**src/rtl/rob_commit_unit.sv**
```systemverilog
// Reorder-buffer commit unit: in-order allocation, out-of-order result capture
// from the common data bus, in-order single-entry retirement to the register bank.
module rob_commit_unit #(
  parameter int ENTRIES = 8,
  parameter int TAG_W   = 3,
  parameter int REG_W   = 4,
  parameter int DATA_W  = 16
) (
  input  logic              clk1,
  input  logic              rst_n,
  input  logic              alloc_valid,
  input  logic [REG_W-1:0]  alloc_dest,
  output logic              alloc_ready,
  output logic [TAG_W-1:0]  alloc_tag,
  input  logic              cdb_valid,
  input  logic [TAG_W-1:0]  cdb_tag,
  input  logic [DATA_W-1:0] cdb_data,
  output logic              commit_valid,
  output logic [REG_W-1:0]  commit_dest,
  output logic [DATA_W-1:0] commit_data,
  output logic [TAG_W-1:0]  commit_tag,
  output logic [TAG_W:0]    count,
  input  logic              flush
);

  localparam logic [TAG_W:0]   CNT_FULL = (TAG_W+1)'(ENTRIES);
  localparam logic [TAG_W:0]   CNT_ONE  = (TAG_W+1)'(1);
  localparam logic [TAG_W-1:0] PTR_ONE  = TAG_W'(1);

  logic [ENTRIES-1:0] ent_valid;
  logic [ENTRIES-1:0] ent_ready;
  logic [REG_W-1:0]   ent_dest [ENTRIES];
  logic [DATA_W-1:0]  ent_data [ENTRIES];

  logic [TAG_W-1:0] head;
  logic [TAG_W-1:0] tail;

  logic do_alloc;
  logic do_commit;
  logic cdb_hit;

  assign alloc_ready = (count < CNT_FULL);
  assign alloc_tag   = tail;
  assign do_alloc    = alloc_valid && alloc_ready;
  assign do_commit   = ent_valid[head] && ent_ready[head];

  // A broadcast aimed at the slot being (re)allocated this edge belongs to a
  // stale producer, so it is dropped rather than marking the new entry ready.
  assign cdb_hit = cdb_valid && ent_valid[cdb_tag] && !ent_ready[cdb_tag] &&
                   !(do_alloc && (cdb_tag == tail));

  always_ff @(posedge clk1) begin
    if (!rst_n || flush) begin
      head         <= '0;
      tail         <= '0;
      count        <= '0;
      commit_valid <= 1'b0;
      commit_dest  <= '0;
      commit_data  <= '0;
      commit_tag   <= '0;
      ent_valid    <= '0;
      ent_ready    <= '0;
      for (int i = 0; i < ENTRIES; i++) begin
        ent_dest[i] <= '0;
        ent_data[i] <= '0;
      end
    end else begin
      commit_valid <= do_commit;

      // head and tail only coincide when empty or full, so commit and
      // allocation never touch the same slot on one edge.
      if (do_commit) begin
        commit_dest     <= ent_dest[head];
        commit_data     <= ent_data[head];
        commit_tag      <= head;
        ent_valid[head] <= 1'b0;
        ent_ready[head] <= 1'b0;
        head            <= head + PTR_ONE;
      end

      if (do_alloc) begin
        ent_valid[tail] <= 1'b1;
        ent_ready[tail] <= 1'b0;
        ent_dest[tail]  <= alloc_dest;
        ent_data[tail]  <= '0;
        tail            <= tail + PTR_ONE;
      end

      if (cdb_hit) begin
        ent_ready[cdb_tag] <= 1'b1;
        ent_data[cdb_tag]  <= cdb_data;
      end

      case ({do_alloc, do_commit})
        2'b10:   count <= count + CNT_ONE;
        2'b01:   count <= count - CNT_ONE;
        default: count <= count;
      endcase
    end
  end

endmodule

```
**config.mk**
```make
export PLATFORM = sky130hd
export DESIGN_NAME = rob_commit_unit
export DESIGN_NICKNAME = d
export VERILOG_FILES = /design/src/rtl/rob_commit_unit.sv
export SDC_FILE = /design/constraint.sdc
export NUM_CORES = 1
export LEC_CHECK = 0
export CAP_MARGIN = 20
export CORE_MARGIN = 10
export CORE_UTILIZATION = 55
export DETAILED_ROUTE_END_ITERATION = 12
export PLACE_DENSITY = 0.78
export SYNTH_ARGS = -nofsm -noshare
export SYNTH_HDL_FRONTEND = slang
export SYNTH_SLANG_ARGS = --single-unit
export TNS_END_PERCENT = 10
```
**constraint.sdc**
```tcl
create_clock -name clk1 -period 4.8 [get_ports clk1]
set_input_delay 0.72 -clock clk1 [delete_from_list [all_inputs] [get_ports clk1]]
set_output_delay 0.72 -clock clk1 [all_outputs]
set_load 0.01 [all_outputs]
```
==> results.tsv <==
stage	metric	value	unit
clocking	clockRootBuffer	clkbuf_16	
detailed_routing	drtIter0Drc	700	
layout	utilization	65.0	%
critical_path	critPathKind	flip-flop to flip-flop	
power	p_per_area	343	nW/um2
clocking	postCtsSetupBuffers	0	
power	leakage	4.32	nW
sta	rsz0062_at_grt	false	
floorplan	start_util	56.6	%
sta	setup_viol	0	
critical_path	required	5.23	ns
clocking	cts_hold_buf	0	
clocking	clk_path_buf_depth	3	
detailed_routing	drtPass1Iterations	5	
power	max-vdd-ir-drop	0.000253	V
detailed_routing	wirelength	25.6	mm
place	portBuffers	59	
place	gp_congestion	1.02	
logic_synthesis	ys_ff_latch	210	
sta	holdWs	0.458	ns
detailed_routing	vias	6691	
logic_synthesis	synth_edf_count	160	
layout	drive_gt1_share	11.8	%
layout	synthToLayoutAreaGrowth	14.9	%
sta	finalMaxSlewViolations	0	
detailed_routing	drcViolationCount	0	
clocking	tritoncts	built	
logic_synthesis	synth_fp_nets	827	
floorplan	num_io_pins	60	
critical_path	crit_path_max_fanout	29	
detailed_routing	via_per_inst	6.16	
layout	diodes	0	
global_routing	grt_pass1_wl	39.5	mm
critical_path	startpoint_type	flip-flop	
detailed_routing	final_antenna_net_count	0	
layout	finalNetCount	880	
logic_synthesis	synthesis.area	9850	um2
flow_run	max_cap_viol_count	0	
global_routing	track_usage	21.1	%
place	dp.cells	1048	
worst_hold_path	hold_class	flip-flop to flip-flop	
logic_synthesis	synth.avg_cell_area	12.4	um2
global_routing	grt_start_max_net_pins	58	
place	dp_hpwl	17.3	mm
clocking	ctsResizeCount	0	
clocking	htreeDepth	1	
run_status	status	finished, final reports clean	
sta	period_needed	3.57	ns
logic_synthesis	synth_cell_types	62	
sta	slew_headroom	24.2	%
sta	fmax	0.280	GHz
critical_path	arrival	4.00	ns
floorplan	core_area	17400	um2
logic_synthesis	yosysSeqAreaShare	58.9	%
logic_synthesis	netlist_instances	794	
place	pre_cts_ws	0.749	ns
logic_synthesis	yosys_warnings	0	
clocking	numCtsBuffers	22	
floorplan	die_area	23700	um2
sta	postLayoutSetupSlackWorst	1.23	ns
floorplan	rows	48	
sta	min_period_over_period	74.5	%
global_routing	grt_pass1_vias	6752	
sta	fin_worst_skew	0.00924	ns
sta	setup_tns	0	ns
clocking	clk-insertion-delay-late	0.51	ns
global_routing	antenna_found_initial	0	
clocking	clkTransAtPathRegs	0.06	ns
critical_path	cp-end-kind	flip-flop	
global_routing	grt_overflow	0	
detailed_routing	routedWlPerCell	23.5	um
layout	final_cells	1087	
clocking	cts_sinks	210	
logic_synthesis	async_reset_ff_share	0	%
sta	hold_viol	0	
sta	worst_pin_slew	1.13	ns
floorplan	die_y	154	um
logic_synthesis	synth_ff_type	edfxtp_1	
floorplan	die_w	154	um
-- cell usage after synthesis (all sizes together) (6+ instances only) --
cell type	number	share of area, %
and2	165	10
edfxtp	160	49
nand2	60	2.3
dfxtp	50	10
mux2i	38	3.9
a21oi	32	1.6
nor2	26	1.1
buf	24	1.7
clkbuf	22	0.84
mux2	20	2.3
inv	19	0.75
o21ai	19	1.0
a22oi	16	1.3
mux4	16	3.7
a221oi	14	1.2
nor2b	11	0.70
nand2b	10	0.64
a31oi	9	0.57
a31o	6	0.53
-- area by class of cell --
cell class | count | area [um2]
clock buffers | 32 | 649
clock inverters | 7 | 62.6
fillers | 1248 | 6100
inverters | 20 | 77.6
multi-input cells | 518 | 3730
flip-flops and latches | 210 | 5810
well taps | 225 | 282
repair buffers | 75 | 711
-- power breakdown --
| group | leakage [nW] | switching [mW] | internal [mW] |
|---|---|---|---|
| registers | 2.20 | 0.0251 | 2.01 |
| logic | 1.77 | 0.102 | 0.0565 |
| clock network | 0.345 | 0.704 | 0.991 |
| total | 4.32 | 0.831 | 3.06 |
-- critical path, stage by stage, from the launching register on --
cell and delay, ns:
dfxtp_2 0.70, nor2b_1 0.44, a22oi_1 0.15, o22ai_1 0.53
o22ai_4 0.15, inv_4 0.20, ha_1 0.30, xor2_1 0.20
ha_1 0.17, a21oi_1 0.05, xnor2_1 0.14, or3_1 0.30
a21oi_1 0.16
-- registers in the layout, indices dropped and copies added (netlist names), 4 cells and up --
name	flops
ent_valid	8
ent_ready	8
count	4
ent_data	128
commit_data	16
commit_dest	4
ent_dest	32
-- per-stage QoR --
| step | instance area (um2) | total power, mW |
|---|---|---|
| floorplan | 9850 | 2.14 |
| global route | 11300 | 3.98 |
| global placement | 10600 | 2.22 |
| finish | 11300 | 3.89 |
| CTS | 11300 | 3.89 |
| detailed placement | 10600 | 2.23 |
-- routing by layer --
metal / global-route usage, % / wire length (um) / vias to the layer above / share of wire, %
li1: - / - / 2994 / -
met1: 27.5 / 10200 / 3284 / 40
met2: 33.2 / 12000 / 369 / 47
met3: 6.92 / 2930 / 44 / 11
met4: 5.31 / 407 / 0 / 1.6
met5: 0 / 0 / - / 0
-- path summary, 6_finish.rpt --
check	from	endpoint	slack (ns)	depth (start not counted)
worst max-delay path	head[1]$_SDFFE_PP0N_	count[2]$_SDFFE_PP0P_	1.23	12
worst min-delay path	commit_data[5]$_SDFFE_PP0N_	commit_data[5]$_SDFFE_PP0N_	0.46	2
worst max register to register	head[1]$_SDFFE_PP0N_	count[2]$_SDFFE_PP0P_	1.23	12
worst min register to register	commit_data[5]$_SDFFE_PP0N_	commit_data[5]$_SDFFE_PP0N_	0.46	2
-- layout by cell type, fill, tap and decap left out, drive strengths merged, types with 2 or more instances in the layout --
cell type,count
and2,165
edfxtp,160
nand2,60
clkdlybuf4s50,59
dfxtp,50
mux2i,38
a21oi,32
clkbuf,32
nor2,26
mux2,20
inv,19
o21ai,19
mux4,16
buf,16
a22oi,16
a221oi,14
nor2b,11
nand2b,10
a31oi,9
a31o,6
clkinv,6
nor3b,5
nand4,5
ha,5
nor3,5
nand3,4
or3,4
a32oi,4
o22ai,4
a211oi,3
xor2,3
xnor2,3
nand3b,3
a2bb2oi,3
a22o,2
a221o,2
and3b,2
a21boi,2
a21o,2
-- kinds of logic after synthesis --
logic type / after synthesis / share of synthesized area, %
compound gates: 128 / 9.13
xor+xnor: 6 / 0.533
fa+ha+maj: 5 / 0.635
buf+inv: 66 / 3.30
flops: 210 / 58.9
mux: 74 / 9.80
simple gates: 305 / 17.7
Power figures use the tool's default switching activity.
